===== config.mk =====
export PLATFORM = sky130hd
export DESIGN_NAME = alu_arbiter
export DESIGN_NICKNAME = d
export VERILOG_FILES = /design/src/rtl/alu_arbiter.sv
export SDC_FILE = /design/constraint.sdc
export NUM_CORES = 1
export LEC_CHECK = 0
export ABC_AREA = 1
export ABC_CLOCK_PERIOD_IN_PS = 3400
export CORE_MARGIN = 2
export CORE_UTILIZATION = 40
export CTS_CLUSTER_DIAMETER = 100
export DETAILED_ROUTE_END_ITERATION = 8
export PLACE_DENSITY = 0.85
export SLEW_MARGIN = 20
export SYNTH_ARGS = -nofsm -noshare
export SYNTH_HDL_FRONTEND = slang
export SYNTH_SLANG_ARGS = --single-unit

===== constraint.sdc =====
create_clock -name Clk -period 3.4 [get_ports Clk]
set_input_delay 0.68 -clock Clk [delete_from_list [all_inputs] [get_ports Clk]]
set_output_delay 0.68 -clock Clk [all_outputs]
set_load 0.02 [all_outputs]

===== src/rtl/alu_arbiter.sv =====
// Round-robin arbiter sharing one external combinational ALU between two valid/ready requesters.
// Exactly one operation is in flight: IDLE grants, EXEC captures ALU_OUT, RESP holds the result until taken.
module alu_arbiter #(
  parameter int WIDTH = 16
) (
  input  logic             Clk,
  input  logic             Reset,
  input  logic             req0_valid,
  output logic             req0_ready,
  input  logic [WIDTH-1:0] req0_a,
  input  logic [WIDTH-1:0] req0_b,
  input  logic [1:0]       req0_k,
  output logic             rsp0_valid,
  input  logic             rsp0_ready,
  output logic [WIDTH-1:0] rsp0_data,
  input  logic             req1_valid,
  output logic             req1_ready,
  input  logic [WIDTH-1:0] req1_a,
  input  logic [WIDTH-1:0] req1_b,
  input  logic [1:0]       req1_k,
  output logic             rsp1_valid,
  input  logic             rsp1_ready,
  output logic [WIDTH-1:0] rsp1_data,
  output logic [WIDTH-1:0] ALU_A,
  output logic [WIDTH-1:0] ALU_B,
  output logic [1:0]       ALU_K,
  input  logic [WIDTH-1:0] ALU_OUT,
  output logic             busy
);

  localparam logic [1:0] IDLE = 2'd0;
  localparam logic [1:0] EXEC = 2'd1;
  localparam logic [1:0] RESP = 2'd2;

  logic [1:0]       state_r;
  logic [1:0]       state_nxt_s;
  logic             rr_ptr_r;
  logic             owner_r;
  logic [WIDTH-1:0] op_a_r;
  logic [WIDTH-1:0] op_b_r;
  logic [1:0]       op_k_r;
  logic [WIDTH-1:0] result_r;
  logic             grant_any_s;
  logic             grant_sel_s;
  logic             rsp_hs_s;

  // Grant decision: only in IDLE; rr_ptr breaks ties when both requesters are valid.
  always_comb begin
    grant_any_s = 1'b0;
    grant_sel_s = 1'b0;
    if (state_r == IDLE) begin
      if (req0_valid && req1_valid) begin
        grant_any_s = 1'b1;
        grant_sel_s = rr_ptr_r;
      end else if (req0_valid) begin
        grant_any_s = 1'b1;
        grant_sel_s = 1'b0;
      end else if (req1_valid) begin
        grant_any_s = 1'b1;
        grant_sel_s = 1'b1;
      end else begin
        grant_any_s = 1'b0;
        grant_sel_s = 1'b0;
      end
    end else begin
      grant_any_s = 1'b0;
      grant_sel_s = 1'b0;
    end
  end

  assign rsp_hs_s = (state_r == RESP) && (owner_r ? rsp1_ready : rsp0_ready);

  // State register.
  always_ff @(posedge Clk) begin
    if (Reset) begin
      state_r <= IDLE;
    end else begin
      state_r <= state_nxt_s;
    end
  end

  // Next-state logic.
  always_comb begin
    state_nxt_s = state_r;
    case (state_r)
      IDLE:    if (grant_any_s) state_nxt_s = EXEC; else state_nxt_s = IDLE;
      EXEC:    state_nxt_s = RESP;
      RESP:    if (rsp_hs_s) state_nxt_s = IDLE; else state_nxt_s = RESP;
      default: state_nxt_s = IDLE;
    endcase
  end

  // Operand capture, result capture and round-robin pointer update.
  always_ff @(posedge Clk) begin
    if (Reset) begin
      rr_ptr_r <= 1'b0;
      owner_r  <= 1'b0;
      op_a_r   <= {WIDTH{1'b0}};
      op_b_r   <= {WIDTH{1'b0}};
      op_k_r   <= 2'b00;
      result_r <= {WIDTH{1'b0}};
    end else begin
      case (state_r)
        IDLE: begin
          if (grant_any_s) begin
            owner_r <= grant_sel_s;
            op_a_r  <= grant_sel_s ? req1_a : req0_a;
            op_b_r  <= grant_sel_s ? req1_b : req0_b;
            op_k_r  <= grant_sel_s ? req1_k : req0_k;
          end
        end
        EXEC: result_r <= ALU_OUT;
        RESP: begin
          // The pointer moves only when a response completes, never on a lone grant.
          if (rsp_hs_s) rr_ptr_r <= ~owner_r;
        end
        default: ;
      endcase
    end
  end

  // Output decode from state and owner; data comes straight from registers.
  always_comb begin
    req0_ready = 1'b0;
    req1_ready = 1'b0;
    rsp0_valid = 1'b0;
    rsp1_valid = 1'b0;
    rsp0_data  = {WIDTH{1'b0}};
    rsp1_data  = {WIDTH{1'b0}};
    case (state_r)
      IDLE: begin
        req0_ready = grant_any_s && !grant_sel_s;
        req1_ready = grant_any_s && grant_sel_s;
      end
      RESP: begin
        if (owner_r) begin
          rsp1_valid = 1'b1;
          rsp1_data  = result_r;
        end else begin
          rsp0_valid = 1'b1;
          rsp0_data  = result_r;
        end
      end
      default: ;
    endcase
  end

  assign ALU_A = op_a_r;
  assign ALU_B = op_b_r;
  assign ALU_K = op_k_r;
  assign busy  = (state_r != IDLE);

endmodule


==> out/metrics.yaml, run 1 <==
die-area_um2: 7360
vias: 3171
cts.path.max_buffers: 2
synthCells: 399
cts_resized: 0
yosysSeqAreaShare: 0.404
synth-seq-cells: 54
gp_congestion: 0.747
rows: 29
post_cts_buffers: 0
nNetsFinal: 632
grt_pass1_vias: 3073
power_leakage_nw: 1.91
syn-cell-area_um2: 2680
drt_pass1_iterations: 8
diodes: 0
grt_max_degree: 51
holdCritPathClass: "reg -> reg"
core-area_um2: 6420
synth_fp_nets: 489
area_growth_pct: 62.7
ant_nets: 0
cts_buffers: 5
clockPowerShare: 0.224
ys_warn_count: 0
grt_setup_unrepaired: "false"
required_ns: 2.72
drive_above_1_share: 0.0460
fmaxAchievable_mhz: 341
grt_pass1_wl_mm: 13.6
cp-end-kind: "output port"
p_seq_frac: 0.445
p_total_w: 0.00163
finalCriticalPeriod_ns: 2.93
final_cell_area_um2: 4360
power.density_nw_per_um2: 374
worstPathMaxFanout: 9
violations: "DRC"
syn_avg_cell_area_um2: 6.71
vias_per_cell: 5.11
grt_antenna_before_repair: 0
post_drt_wl_per_cell_um: 13.7
hold_violations: 0
synth_cell_types: 19
totalWireLength_mm: 8.51
crit_chain: "clkdlybuf4s50_1, nand3_1, inv_1, nor2_1, clkdlybuf4s50_1"
drc: 11
critPathLaunchType: "primary input"
max_stage_delay_ns: 0.61
hpwl_mm: 5.94
gr-total-overflow: 0
holdBufCountCts: 0
drv_cap: 0
path_clk_slew_ns: 0.09
pin_count: 161
power_frac_comb: 0.331
p_sw_frac: 0.319
ir_drop_mv: 0.183
worst_slew_pin_slew_ns: 0.879
n_fill_cell: 543
tns_ns: 0
crit_path_frequent_cell: "clkdlybuf4s50_1"
crit_slowest_cell: "clkdlybuf4s50_1"
fin_crit_sh: 0.863
cts_tree: "built"
dieHeight_um: 85.8
critPathKind: "in -> out"
outcome: "finished with violations"
clock_latency_ns: 0.30
arrival_ns: 2.25
clock_skew_ns: 0.00520
p_int_w: 0.00111
p_sw_w: 0.000520
die_w_um: 85.8
initial_utilization: 0.417
cts_root_buf: "clkbuf_8"
dpl_cell_area_um2: 4260
drt_iter0_drc: 137
portBuffers: 160
slew_headroom: 0.413
grt_util_all_layers: 0.224
htreeDepth: 2
slew_violations: 0
finalSetupViolCount: 0
cts.sinks: 54
==> power by group through the flow <==
stage / logic, W / registers (W) / clock network (W)
after floorplan: 0.000247 / 0.000785 / 0
after global placement: 0.000531 / 0.000737 / 0
after detailed placement: 0.000541 / 0.000739 / 0
after CTS: 0.000542 / 0.000726 / 0.000379
after global routing: 0.000589 / 0.000733 / 0.000405
final: 0.000539 / 0.000726 / 0.000365
==> kinds of logic after synthesis <==
logic type	Yosys count	synth area share
and+or+nand+nor	218	0.380
buffers and inverters	89	0.139
DFF	54	0.404
AOI/OAI and AO/OA	38	0.0767
==> critical path: cells and delay by family <==
kind / cells / cell delay [ns]
simple gates: 2 / 0.30
buf+inv: 3 / 1.28
==> cell usage in the layout, fill, tap and decap left out <==
cell type        synthesis  layout
a21oi_1                 18      18
nand3_1                 69      69
clkbuf_1                10       1
clkdlybuf4s50_1          0     160
nor2_2                   3       3
a31oi_1                  1       1
nand2_1                 72      72
o21ai_0                 17      17
buf_4                    0       5
nand4_1                 34      34
clkinv_2                 0       1
nor2_1                  36      36
inv_1                   55      55
o21ai_4                  1       1
clkbuf_8                 0       6
o211ai_1                 1       1
dfxtp_1                 54      54
inv_2                    5       5
nand2_2                  2       2
nor2_4                   2       2
==> worst paths after layout <==
path / from / endpoint / slack (ns) / cells past startpoint
max: req1_valid / req0_ready / 0.47 / 5
min reg2reg: result_r[3] / result_r[3] / 0.48 / 2
min: result_r[3] / result_r[3] / 0.48 / 2
max reg2reg: rr_ptr_r / ALU_B[7] / 1.54 / 8
==> through the flow <==
step / setup WS, ns / hold slack, ns / util / std cells
detailed placement: 0.359 / 0.463 / 0.664 / 612
CTS: 0.466 / 0.486 / 0.678 / 620
finish: 0.465 / 0.483 / 0.678 / 620
global placement: 0.446 / 0.466 / 0.664 / 612
floorplan: 1.12 / 0.437 / - / 399
global route: 0.390 / 0.512 / 0.678 / 620
==> synthesized netlist by cell type <==
cell type / n / area (µm²)
nor2_2: 3 / 18.8
o211ai_1: 1 / 7.51
nand2_1: 72 / 270
a21oi_1: 18 / 90.1
buf_1: 3 / 11.3
o21ai_0: 17 / 85.1
a31oi_1: 1 / 6.26
inv_2: 5 / 18.8
buf_2: 13 / 65.1
clkbuf_1: 10 / 37.5
inv_1: 55 / 206
nand2_2: 2 / 12.5
nor2_1: 36 / 135
nand4_1: 34 / 213
nor2_4: 2 / 22.5
buf_6: 3 / 33.8
nand3_1: 69 / 345
dfxtp_1: 54 / 1080
o21ai_4: 1 / 16.3
==> metal layers <==
layer,global-route usage,vias to the layer above,wire length [µm]
met3,0.0520,8,635
met5,0,-,0
met2,0.417,130,4390
met4,0.0606,0,77
li1,-,1578,-
met1,0.256,1455,3410
==> sequential cells by signal, summed over array words and instances, names as in the netlist <==
| signal | flops |
|---|---|
| result_r | 16 |
| ALU_K | 2 |
| ALU_B | 16 |
| rr_ptr_r | 1 |
| ALU_A | 16 |
| owner_r | 1 |
| state_r | 2 |
==> cell type report <==
cell class / instances / area (µm²) / area share
Sequential cell: 54 / 1080 / 0.248
Timing Repair Buffer: 165 / 1640 / 0.376
Clock inverter: 1 / 5.00 / 0.00115
Tap cell: 77 / 96.3 / 0.0221
Inverter: 60 / 225 / 0.0517
Clock buffer: 7 / 86.3 / 0.0198
Multi-Input combinational cell: 256 / 1220 / 0.281
Note: power is estimated with default switching activity, not from simulation.
==> run 2, diff against run 1 <==
--- a/config.mk
+++ b/config.mk
@@ -10,6 +10,7 @@
 export CORE_MARGIN = 2
 export CORE_UTILIZATION = 40
 export CTS_CLUSTER_DIAMETER = 100
+export CTS_CLUSTER_SIZE = 25
 export DETAILED_ROUTE_END_ITERATION = 8
 export PLACE_DENSITY = 0.85
 export SLEW_MARGIN = 20
==> results of run 2 <==
Same layout as run 1: the final DEF is identical, and so are final timing and power.
